**src/rtl/sdram_arb_pkg.sv**
```systemverilog
// ============================================================================
// Module      : sdram_arb_pkg
// Description : Shared types and default constants for the SDRAM port arbiter.
// Revision    : 1.0 - initial release
// ============================================================================
`default_nettype none

package sdram_arb_pkg;

  // Default geometry and policy constants
  localparam int ARB_AW         = 24;
  localparam int ARB_DW         = 16;
  localparam int ARB_STARVE_MAX = 4;
  localparam int ARB_TIMEOUT    = 64;

  // Which requester currently owns the SDRAM port
  typedef enum logic [1:0] {
    OWN_DL  = 2'd0,
    OWN_VID = 2'd1,
    OWN_CPU = 2'd2
  } owner_t;

  // Arbiter FSM states
  typedef enum logic [1:0] {
    IDLE = 2'd0,
    BUSY = 2'd1,
    GAP  = 2'd2
  } state_t;

endpackage

`default_nettype wire

```
**src/rtl/sdram_arb_if.sv**
```systemverilog
// ============================================================================
// Module      : sdram_arb_if
// Description : Requester handshakes plus the SDRAM controller command port.
//               slave = arbiter view, master = requesters/controller view.
// Revision    : 1.0 - initial release
// ============================================================================
`default_nettype none

interface sdram_arb_if #(
  parameter int AW = 24,
  parameter int DW = 16
);

  // download requester
  logic          dl_req;
  logic          dl_ack;
  logic [AW-1:0] dl_addr;
  logic [DW-1:0] dl_din;
  // video requester
  logic          vid_req;
  logic          vid_ack;
  logic [AW-1:0] vid_addr;
  // CPU requester
  logic          cpu_req;
  logic          cpu_ack;
  logic          cpu_we;
  logic [1:0]    cpu_be;
  logic [AW-1:0] cpu_addr;
  logic [DW-1:0] cpu_din;
  // shared read data back to requesters
  logic [DW-1:0] rdata;
  // SDRAM controller command port
  logic          mem_req;
  logic          mem_we;
  logic [1:0]    mem_be;
  logic [AW-1:0] mem_addr;
  logic [DW-1:0] mem_din;
  logic          mem_ack;
  logic [DW-1:0] mem_dout;

  modport slave (
    input  dl_req, dl_addr, dl_din,
    input  vid_req, vid_addr,
    input  cpu_req, cpu_we, cpu_be, cpu_addr, cpu_din,
    output dl_ack, vid_ack, cpu_ack, rdata,
    output mem_req, mem_we, mem_be, mem_addr, mem_din,
    input  mem_ack, mem_dout
  );

  modport master (
    output dl_req, dl_addr, dl_din,
    output vid_req, vid_addr,
    output cpu_req, cpu_we, cpu_be, cpu_addr, cpu_din,
    input  dl_ack, vid_ack, cpu_ack, rdata,
    input  mem_req, mem_we, mem_be, mem_addr, mem_din,
    output mem_ack, mem_dout
  );

endinterface

`default_nettype wire

```
**src/rtl/sdram_arb_prio.sv**
```systemverilog
// ============================================================================
// Module      : sdram_arb_prio
// Description : Fixed-priority winner select (dl > vid > cpu) with a CPU
//               starvation guard that lets the CPU overtake video after
//               STARVE_MAX consecutive video grants.
// Revision    : 1.0 - initial release
// ============================================================================
`default_nettype none

module sdram_arb_prio
  import sdram_arb_pkg::*;
#(
  parameter int STARVE_MAX = ARB_STARVE_MAX
) (
  input  wire    clk_sys,
  input  wire    rst_n,
  input  wire    i_en,        // arbiter is in IDLE and may grant
  input  wire    i_dl_req,
  input  wire    i_vid_req,
  input  wire    i_cpu_req,
  output owner_t o_winner,
  output logic   o_valid,
  output logic   o_grant      // a grant is taken this cycle; updates the counter
);

  localparam int SCW = $clog2(STARVE_MAX + 1);

  logic [SCW-1:0] r_starve;
  logic           w_cpu_first;

  assign w_cpu_first = i_cpu_req && (r_starve == SCW'(STARVE_MAX));
  assign o_valid     = i_dl_req || i_vid_req || i_cpu_req;
  assign o_grant     = i_en && o_valid;

  // Winner select: download always first, then starved CPU, then video, then CPU
  always_comb begin
    o_winner = OWN_DL;
    if (i_dl_req)
      o_winner = OWN_DL;
    else if (w_cpu_first)
      o_winner = OWN_CPU;
    else if (i_vid_req)
      o_winner = OWN_VID;
    else if (i_cpu_req)
      o_winner = OWN_CPU;
  end

  // Count video grants that bypassed a waiting CPU; clear once the CPU is served or idle
  always_ff @(posedge clk_sys or negedge rst_n) begin
    if (!rst_n)
      r_starve <= '0;
    else if (o_grant && (o_winner == OWN_CPU))
      r_starve <= '0;
    else if (i_en && !i_cpu_req)
      r_starve <= '0;
    else if (o_grant && (o_winner == OWN_VID) && i_cpu_req && (r_starve != SCW'(STARVE_MAX)))
      r_starve <= r_starve + 1'b1;
  end

endmodule

`default_nettype wire

```
**src/rtl/sdram_port_arbiter.sv**
```systemverilog
// ============================================================================
// Module      : sdram_port_arbiter
// Description : Shares one SDRAM controller port between download, video and
//               CPU requesters. One transaction at a time, registered command,
//               1-cycle ack pulses, per-transaction timeout with sticky error.
// Revision    : 1.0 - initial release
// ============================================================================
`default_nettype none

module sdram_port_arbiter
  import sdram_arb_pkg::*;
#(
  parameter int AW         = ARB_AW,
  parameter int DW         = ARB_DW,
  parameter int STARVE_MAX = ARB_STARVE_MAX,
  parameter int TIMEOUT    = ARB_TIMEOUT
) (
  input  wire         clk_sys,
  input  wire         rst_n,
  sdram_arb_if.slave  bus,
  output logic        timeout_err
);

  localparam int TCW = $clog2(TIMEOUT + 1);

  state_t         r_state;
  state_t         w_state_nxt;
  owner_t         r_owner;
  owner_t         w_winner;
  logic           w_valid;
  logic           w_grant;
  logic           w_done;
  logic           w_abort;

  logic           r_mem_req;
  logic           r_mem_we;
  logic [1:0]     r_mem_be;
  logic [AW-1:0]  r_mem_addr;
  logic [DW-1:0]  r_mem_din;
  logic [DW-1:0]  r_rdata;
  logic           r_dl_ack;
  logic           r_vid_ack;
  logic           r_cpu_ack;
  logic           r_timeout_err;
  logic [TCW-1:0] r_tcnt;

  sdram_arb_prio #(
    .STARVE_MAX (STARVE_MAX)
  ) u_prio (
    .clk_sys   (clk_sys),
    .rst_n     (rst_n),
    .i_en      (r_state == IDLE),
    .i_dl_req  (bus.dl_req),
    .i_vid_req (bus.vid_req),
    .i_cpu_req (bus.cpu_req),
    .o_winner  (w_winner),
    .o_valid   (w_valid),
    .o_grant   (w_grant)
  );

  // FSM state register
  always_ff @(posedge clk_sys or negedge rst_n) begin
    if (!rst_n)
      r_state <= IDLE;
    else
      r_state <= w_state_nxt;
  end

  // FSM next-state: grant from IDLE, finish or abort from BUSY, one GAP cycle
  always_comb begin
    w_state_nxt = r_state;
    case (r_state)
      IDLE:    if (w_valid) w_state_nxt = BUSY;
      BUSY:    if (w_done || w_abort) w_state_nxt = GAP;
      GAP:     w_state_nxt = IDLE;
      default: w_state_nxt = IDLE;
    endcase
  end

  // FSM outputs: completion wins over a timeout landing in the same cycle.
  // r_tcnt is 0 in the first BUSY cycle, so the abort ack lands TIMEOUT+1
  // cycles after mem_req rises.
  always_comb begin
    w_done  = (r_state == BUSY) && bus.mem_ack;
    w_abort = (r_state == BUSY) && !bus.mem_ack && (r_tcnt == TCW'(TIMEOUT));
  end

  // Cycles spent in BUSY for the current transaction
  always_ff @(posedge clk_sys or negedge rst_n) begin
    if (!rst_n)
      r_tcnt <= '0;
    else if (r_state != BUSY)
      r_tcnt <= '0;
    else
      r_tcnt <= r_tcnt + 1'b1;
  end

  // Command latch on grant, completion/abort handling, ack pulses and sticky error
  always_ff @(posedge clk_sys or negedge rst_n) begin
    if (!rst_n) begin
      r_owner       <= OWN_DL;
      r_mem_req     <= 1'b0;
      r_mem_we      <= 1'b0;
      r_mem_be      <= 2'b00;
      r_mem_addr    <= '0;
      r_mem_din     <= '0;
      r_rdata       <= '0;
      r_dl_ack      <= 1'b0;
      r_vid_ack     <= 1'b0;
      r_cpu_ack     <= 1'b0;
      r_timeout_err <= 1'b0;
    end else begin
      r_dl_ack  <= 1'b0;
      r_vid_ack <= 1'b0;
      r_cpu_ack <= 1'b0;
      if (w_grant) begin
        r_owner   <= w_winner;
        r_mem_req <= 1'b1;
        case (w_winner)
          OWN_DL: begin
            r_mem_we   <= 1'b1;
            r_mem_be   <= 2'b11;
            r_mem_addr <= bus.dl_addr;
            r_mem_din  <= bus.dl_din;
          end
          OWN_VID: begin
            r_mem_we   <= 1'b0;
            r_mem_be   <= 2'b11;
            r_mem_addr <= bus.vid_addr;
            r_mem_din  <= '0;
          end
          default: begin
            r_mem_we   <= bus.cpu_we;
            r_mem_be   <= bus.cpu_be;
            r_mem_addr <= bus.cpu_addr;
            r_mem_din  <= bus.cpu_din;
          end
        endcase
      end
      if (w_done || w_abort) begin
        r_mem_req <= 1'b0;
        r_rdata   <= w_done ? bus.mem_dout : '0;
        case (r_owner)
          OWN_DL:  r_dl_ack  <= 1'b1;
          OWN_VID: r_vid_ack <= 1'b1;
          default: r_cpu_ack <= 1'b1;
        endcase
        if (w_abort)
          r_timeout_err <= 1'b1;
      end
    end
  end

  assign bus.mem_req  = r_mem_req;
  assign bus.mem_we   = r_mem_we;
  assign bus.mem_be   = r_mem_be;
  assign bus.mem_addr = r_mem_addr;
  assign bus.mem_din  = r_mem_din;
  assign bus.rdata    = r_rdata;
  assign bus.dl_ack   = r_dl_ack;
  assign bus.vid_ack  = r_vid_ack;
  assign bus.cpu_ack  = r_cpu_ack;
  assign timeout_err  = r_timeout_err;

endmodule

`default_nettype wire

```
**src/flat_wrapper.sv**
```systemverilog
// flat-port wrapper written by rule: the top's interface ports become plain ports
module sdram_port_arbiter_flat import sdram_arb_pkg::*;
#(
  parameter int AW         = ARB_AW,
  parameter int DW         = ARB_DW,
  parameter int STARVE_MAX = ARB_STARVE_MAX,
  parameter int TIMEOUT    = ARB_TIMEOUT
)
  (clk_sys, rst_n, timeout_err, bus_dl_req, bus_dl_addr, bus_dl_din, bus_vid_req, bus_vid_addr, bus_cpu_req, bus_cpu_we, bus_cpu_be, bus_cpu_addr, bus_cpu_din, bus_dl_ack, bus_vid_ack, bus_cpu_ack, bus_rdata, bus_mem_req, bus_mem_we, bus_mem_be, bus_mem_addr, bus_mem_din, bus_mem_ack, bus_mem_dout);
  sdram_arb_if #(.AW(AW), .DW(DW)) bus_i ();
  input  wire clk_sys;
  input  wire rst_n;
  output logic timeout_err;
  input wire logic [$bits(bus_i.dl_req)-1:0] bus_dl_req;
  input wire logic [$bits(bus_i.dl_addr)-1:0] bus_dl_addr;
  input wire logic [$bits(bus_i.dl_din)-1:0] bus_dl_din;
  input wire logic [$bits(bus_i.vid_req)-1:0] bus_vid_req;
  input wire logic [$bits(bus_i.vid_addr)-1:0] bus_vid_addr;
  input wire logic [$bits(bus_i.cpu_req)-1:0] bus_cpu_req;
  input wire logic [$bits(bus_i.cpu_we)-1:0] bus_cpu_we;
  input wire logic [$bits(bus_i.cpu_be)-1:0] bus_cpu_be;
  input wire logic [$bits(bus_i.cpu_addr)-1:0] bus_cpu_addr;
  input wire logic [$bits(bus_i.cpu_din)-1:0] bus_cpu_din;
  output wire logic [$bits(bus_i.dl_ack)-1:0] bus_dl_ack;
  output wire logic [$bits(bus_i.vid_ack)-1:0] bus_vid_ack;
  output wire logic [$bits(bus_i.cpu_ack)-1:0] bus_cpu_ack;
  output wire logic [$bits(bus_i.rdata)-1:0] bus_rdata;
  output wire logic [$bits(bus_i.mem_req)-1:0] bus_mem_req;
  output wire logic [$bits(bus_i.mem_we)-1:0] bus_mem_we;
  output wire logic [$bits(bus_i.mem_be)-1:0] bus_mem_be;
  output wire logic [$bits(bus_i.mem_addr)-1:0] bus_mem_addr;
  output wire logic [$bits(bus_i.mem_din)-1:0] bus_mem_din;
  input wire logic [$bits(bus_i.mem_ack)-1:0] bus_mem_ack;
  input wire logic [$bits(bus_i.mem_dout)-1:0] bus_mem_dout;
  assign bus_i.dl_req = bus_dl_req;
  assign bus_i.dl_addr = bus_dl_addr;
  assign bus_i.dl_din = bus_dl_din;
  assign bus_i.vid_req = bus_vid_req;
  assign bus_i.vid_addr = bus_vid_addr;
  assign bus_i.cpu_req = bus_cpu_req;
  assign bus_i.cpu_we = bus_cpu_we;
  assign bus_i.cpu_be = bus_cpu_be;
  assign bus_i.cpu_addr = bus_cpu_addr;
  assign bus_i.cpu_din = bus_cpu_din;
  assign bus_dl_ack = bus_i.dl_ack;
  assign bus_vid_ack = bus_i.vid_ack;
  assign bus_cpu_ack = bus_i.cpu_ack;
  assign bus_rdata = bus_i.rdata;
  assign bus_mem_req = bus_i.mem_req;
  assign bus_mem_we = bus_i.mem_we;
  assign bus_mem_be = bus_i.mem_be;
  assign bus_mem_addr = bus_i.mem_addr;
  assign bus_mem_din = bus_i.mem_din;
  assign bus_i.mem_ack = bus_mem_ack;
  assign bus_i.mem_dout = bus_mem_dout;
  sdram_port_arbiter #(.AW(AW), .DW(DW), .STARVE_MAX(STARVE_MAX), .TIMEOUT(TIMEOUT)) u_core (.clk_sys(clk_sys), .rst_n(rst_n), .bus(bus_i), .timeout_err(timeout_err));
endmodule
```
**config.mk**
```make
export PLATFORM = sky130hd
export DESIGN_NAME = sdram_port_arbiter_flat
export DESIGN_NICKNAME = d
export VERILOG_FILES = /design/src/rtl/sdram_arb_pkg.sv /design/src/rtl/sdram_arb_if.sv /design/src/rtl/sdram_arb_prio.sv /design/src/rtl/sdram_port_arbiter.sv /design/src/flat_wrapper.sv
export SDC_FILE = /design/constraint.sdc
export NUM_CORES = 1
export LEC_CHECK = 0
export CAP_MARGIN = 10
export CORE_ASPECT_RATIO = 0.75
export CORE_MARGIN = 4
export CORE_UTILIZATION = 43
export DETAILED_ROUTE_END_ITERATION = 6
export PLACE_DENSITY_LB_ADDON = 0.15
export SLEW_MARGIN = 20
export SYNTH_ARGS = -nofsm -noshare
export SYNTH_HDL_FRONTEND = slang
export SYNTH_SLANG_ARGS = --single-unit
export TNS_END_PERCENT = 50
```
**constraint.sdc**
```tcl
create_clock -name clk_sys -period 3.9 [get_ports clk_sys]
set_input_delay 0.39 -clock clk_sys [delete_from_list [all_inputs] [get_ports clk_sys]]
set_output_delay 0.39 -clock clk_sys [all_outputs]
set_load 0.02 [all_outputs]
```
# After elaboration in Yosys (flattened, before gate mapping)
# Cells that the tools add are included.
# word_totals
ff_bits,78
input_bits,129
output_inout_bits,64
# classes
n_addsub,2
eq_ne,10
n_mux,24
reduce_logical,24
# op_table
operator,n
case mux 24 bit (2 select lines),1
case mux 16 bit (2 select lines),1
2-to-1 mux 16 bit,1
2-to-1 mux 2 bit,7
logical AND 1 bit,10
2-to-1 mux 3 bit,3
2-to-1 mux 1 bit,8
adder 7 x 1 -> 7 bit (second input constant),1
equality test 7 bit (second input constant),1
2-to-1 mux 7 bit,1
equality test 2 x 1 -> 1 bit (second input constant),3
logical NOT 2 bit,3
!= test 2 x 1 -> 1 bit (second input constant),2
case mux 2 bit (2 select lines),1
AND reduction 2 bit,2
OR reduction 2 bit,2
adder 3 x 1 -> 3 bit (second input constant),1
equality test 3 bit (second input constant),1
logical OR 1 bit,3
!= test 3 bit (second input constant),1
nonzero test 3 bit,1
equality test 2 bit (second input constant),1
logical NOT 1 bit,2
!= test 2 bit (second input constant),1
2 further kinds,2

# Longest topological paths before layout
# depth
ltp_word,11
mapped_depth,7
mapped_depth_nobuf,6

# Hierarchy
# From an unflattened synthesis, not the netlist that was laid out.
# unflattened
hier_cells,331
area_unflattened_um2,3661.0
# by_module_without_submodules
mod,instances,cells_per_inst,area_each_um2,seq_area_each_um2
sdram_port_arbiter,1,307,3439.5,1876.8
sdram_arb_prio,1,24,221.5,75.1

# Worst setup path before layout
# No wires, ideal clock.
# synth_timing
kind,register -> register
start,register u_core.u_prio.r_starve[0]
end,register u_core.r_mem_addr[10] (netlist: u_core.bus.mem_addr[10])
setup_ns,0.122
arrival_ns,1.457
slack_ns,2.321
path_stages_with_launch,8
path_buffers,1
period_less_slack_ns,1.579
cell_sequence,dfrtp_1 > inv_1 > ha_1 > a21boi_2 > or3b_4 > buf_6 > o21ai_1 > o21ai_1
# synth_via
elab_chain_cells,6
elab_cells_between_ends,7
cone_classes,eq/ne: 2; mux: 3; reduce/logical: 2
# synth_rtl
element,line,source
"start, declared",sdram_arb_prio.sv:28,logic [SCW-1:0] r_starve;
"start signal, assigned",sdram_arb_prio.sv:57,r_starve <= r_starve + 1'b1;
equality test 3 bit (*),sdram_arb_prio.sv:31,assign w_cpu_first = i_cpu_req && (r_starve == SCW'(STARVE_MAX));
logical AND 1 bit (*),sdram_arb_prio.sv:31,
2-to-1 mux 2 bit (*),sdram_arb_prio.sv:40,else if (w_cpu_first)
2-to-1 mux 2 bit (*),sdram_arb_prio.sv:38,if (i_dl_req)
equality test 2 x 1 -> 1 bit / logical NOT 2 bit (equally long branches),sdram_port_arbiter.sv:119,case (w_winner)
case mux 24 bit (2 select lines) (*),sdram_port_arbiter.sv:119,
"end signal, assigned",sdram_port_arbiter.sv:123,r_mem_addr <= bus.dl_addr;
"end signal, assigned",sdram_port_arbiter.sv:129,r_mem_addr <= bus.vid_addr;
"end signal, assigned",sdram_port_arbiter.sv:135,r_mem_addr <= bus.cpu_addr;
"end, declared",sdram_port_arbiter.sv:38,logic [AW-1:0] r_mem_addr;
# Every way passes the cells marked *; elsewhere a longest branch is shown, timed or not.
# A chain may end at the register's enable or synchronous reset.

# Worst setup path after layout
# layout_timing
start,input port bus_cpu_req
end,register u_core.r_mem_addr[0] (netlist: u_core.bus.mem_addr[0])
# layout_via
elab_chain_cells,6
elab_cells_between_ends,10
cone_classes,eq/ne: 1; mux: 5; reduce/logical: 4
# layout_rtl
element,line,source
"start, declared",flat_wrapper.sv:19,input wire logic [$bits(bus_i.cpu_req)-1:0] bus_cpu_req;
2-to-1 mux 2 bit,sdram_arb_prio.sv:44,else if (i_cpu_req)
2-to-1 mux 2 bit,sdram_arb_prio.sv:42,else if (i_vid_req)
2-to-1 mux 2 bit,sdram_arb_prio.sv:40,
2-to-1 mux 2 bit,sdram_arb_prio.sv:38,
equality test 2 x 1 -> 1 bit / logical NOT 2 bit (equally long branches),sdram_port_arbiter.sv:119,
case mux 24 bit (2 select lines),sdram_port_arbiter.sv:119,
# Several ways; a longest one is shown, not always the timed one.

==> impl_results.md <==
- Synth Register Bits: 78
- HP Class: in2async
- Failing checks: negative hold slack
- # Post-CTS Setup Buffers: 0
- Syn-to-layout area delta: 59.5%
- Grt total ovfl: 0
- Worst skew pair latency: 0.34 ns
- RSZ-0062 raised after global routing: false
- Reg-to-reg critical path startpoint: u_core.u_prio.r_starve[0]$_DFFE_PN0P_
- I/O pin cnt: 193
- Pre-antenna DRT Iters: 6
- Via count: 3,716
- Hold-fix buffers, CTS: 0
- Crit-path cells: clkdlybuf4s50_1 > nand3_2 > nand2_1 > a21oi_1 > o21ai_0
- Antenna viol nets, final: 0
- Setup Skew: 0.00461 ns
- Syn Inst Count: 393
- # rows: 29
- Gr usage total: 23.8%
- Mean Syn Cell Area: 9.49 µm²
- IO buf count: 192
- Pin count of the biggest net entering global routing: 79
- First-pass GRT wire length: 18.9 mm
- Async SR Flop Fraction: 100%
- Total wire length: 12.0 mm
- Crit Path Category: in2reg
- Die Ht: 88.7 µm
- Synth area leaders: dfrtp_1 52%, nand2_1 6.0%, o21ai_1 5.5%, nor2_1 4.1%, a31oi_1 4.0%
- Ant diodes: 0
- Nets: 702
- DIE WIDTH: 116 µm
- Worst Setup Start Kind: input pin
- Post-synth EDFFs: 0
- Post-Place Cells: 665
- Pwr Total: 4.18 mW
- Max VDD drop: 462 µV
- CTS tree: built
- Iter 0 DRT Violations: 379
- Post-route minimum period: 2.68 ns
- Leak: 2.45 nW
- Root buffer cell: clkbuf_16
- Sinks on Clock Net: 78
- Crit path required time: 4.14 ns
- Pins Over Slew Limit: 0
- Seq pwr share: 32.1%
- Fin cells: 682
- Drt via density: 5.45
- Post-Syn Area: 3730 µm²
- Initial core utilization: 44.1%
- Area of the core: 8450 µm²
- Rel. slew slack: 38.3%
- Run status: finished with violations
- Most numerous cell in the Yosys netlist: dfrtp_1
- Slowest cell on crit path: nand2_1
- Largest stage delay on the critical path: 0.87 ns
- Clock network fraction of total power: 20.5%
- Initial antenna violation count: 0
- P_sw: 1.57 mW
- Yosys top cell by area: dfrtp_1
- Post-synth top cells: 78 x dfrtp_1, 60 x nand2_1, 41 x nor2_1, 41 x o21ai_1, 25 x a21oi_1
- Syn_nets: 526
- Post-DP Area: 5620 µm²
- Post-DP HPWL: 8.71 mm
- CP max FO: 26
- CTS Buf Count: 9
- P_int: 2.61 mW
- Top-area cell type share of the netlist area: 52.3%
- Setup TNS: 0 ns
- H-tree depth: 3
- Endpoints failing hold: 1
- DRC Markers: 0
- Clock transition at path regs: 0.06 ns
- Final period utilization: 68.8%
- Die ar.: 10,200 µm²
- CTS resizes: 0
- Distinct cell type count after synthesis: 42
- Seq/Total Area, Yosys: 52.3%
- Synth Warn #: 0
- Layout cell share with drive strength beyond 1: 5.23%
- Number of global-route vias before repair: 3,755
- Worst slew pin tran: 0.925 ns
- Max-Cap Viols: 0
- Delay-heaviest family, CP: simple AND/OR/NAND/NOR gates
- CP Launch Point: bus_cpu_req
- Arr. time, crit path: 2.93 ns
- Sw Share: 37.5%
- Predominant post-synthesis flop cell: dfrtp_1
- Final setup viols: 0
- WL/cell: 17.6 µm
- Routability Congestion: 0.831
- Clock Path Buffers: 2
- Critical path capture point type: flip-flop
- Hold slack: -0.000460 ns
- Fmax: 373 MHz
- Worst path buffer plus inverter count: 1
- Fin area: 5950 µm²
- Power Density: 702 nW/µm²
- Logic pwr share: 47.4%
-- worst reg2reg max path, delay by kind of cell, from the launching register on --
| family | cells | cell delay, ns |
|---|---|---|
| AO/OA/AOI/OAI | 2 | 0.42 |
| flip-flops | 1 | 0.41 |
| AND/OR/NAND/NOR | 2 | 1.33 |
| buffers and inverters | 1 | 0.07 |
| adder cells (fa/ha/maj) | 1 | 0.25 |
-- logic make-up (layout without fill, tap and decap cells) --
| family | count (synthesis) | after routing | synth area share, % |
|---|---|---|---|
| xor+xnor | 5 | 5 | 1.17 |
| compound gates | 146 | 146 | 25.0 |
| simple gates | 122 | 122 | 14.2 |
| flops | 78 | 78 | 52.3 |
| fa+ha+maj | 4 | 4 | 1.34 |
| buf+inv | 38 | 219 | 6.00 |
-- stage by stage --
step           utilization [%]  setup slack [ns]
5_1_grt                   70.4              1.04
6_report                  70.4              1.22
4_1_cts                   70.0              1.25
3_5_place_dp              66.4             0.872
3_3_place_gp              66.4              1.07
2_1_floorplan                -              2.32
-- final cells by class --
type	count	area (µm²)
inverters	6	22.5
multi-input cells	277	1560
clock buffers	13	260
clock inverters	3	42.5
fillers	681	2500
repair buffers	197	1980
flip-flops and latches	78	1950
well taps	108	135
-- routing by layer --
| metal | global-route usage, % | part of all wire, % | vias up |
|---|---|---|---|
| li1 | - | - | 1750 |
| met1 | 29.5 | 40 | 1763 |
| met2 | 39.1 | 48 | 182 |
| met3 | 9.71 | 11 | 21 |
| met4 | 6.40 | 1.6 | 0 |
| met5 | 0 | 0 | - |
-- flip-flops by register name, indices dropped and copies added (netlist names), 2 cells and up --
name,cells
u_core.r_owner,2
u_core.bus.mem_be,2
u_core.bus.mem_din,16
u_core.u_prio.r_starve,3
u_core.bus.mem_addr,24
u_core.r_state,2
u_core.r_tcnt,7
u_core.bus.rdata,16
-- layout by cell type (no fill, tap or decap), types with 2 or more instances in the layout --
master,n
clkbuf_16,9
nor3_1,2
o21ai_1,41
clkdlybuf4s50_1,191
and2_1,2
a221oi_1,16
o22a_1,2
inv_1,6
nor2b_1,3
o21ai_0,13
a31oi_1,24
a22o_1,16
and3_1,3
buf_4,5
xor2_1,2
dfrtp_1,78
nor2_1,41
a21oi_1,25
clkbuf_1,2
nand2_1,60
nand3_1,2
nand2b_1,2
ha_1,4
xnor2_1,3
clkbuf_8,2
-- path summary, 6_finish.rpt --
path,cells after the start,to,slack (ns)
min in group clk_sys,1,u_core.bus.dl_ack$_DFF_PN0_,0.45
max in group asynchronous,2,u_core.bus.mem_addr[0]$_DFFE_PN0P_,3.33
min,1,u_core.r_tcnt[5]$_DFF_PN0_,-0.0005
max,5,u_core.bus.mem_addr[0]$_DFFE_PN0P_,1.22
max reg2reg,6,u_core.bus.mem_addr[0]$_DFFE_PN0P_,1.33
min reg2reg,1,u_core.bus.dl_ack$_DFF_PN0_,0.45
-- power groups by stage --
stage	combinational (mW)	sequential [mW]	clock (mW)
finish	1.98	1.34	0.856
global route	2.15	1.38	0.909
CTS	2.00	1.34	0.872
detailed placement	1.99	1.35	0
global placement	1.95	1.33	0
floorplan	0.686	1.71	0
Power figures use the tool's default switching activity.
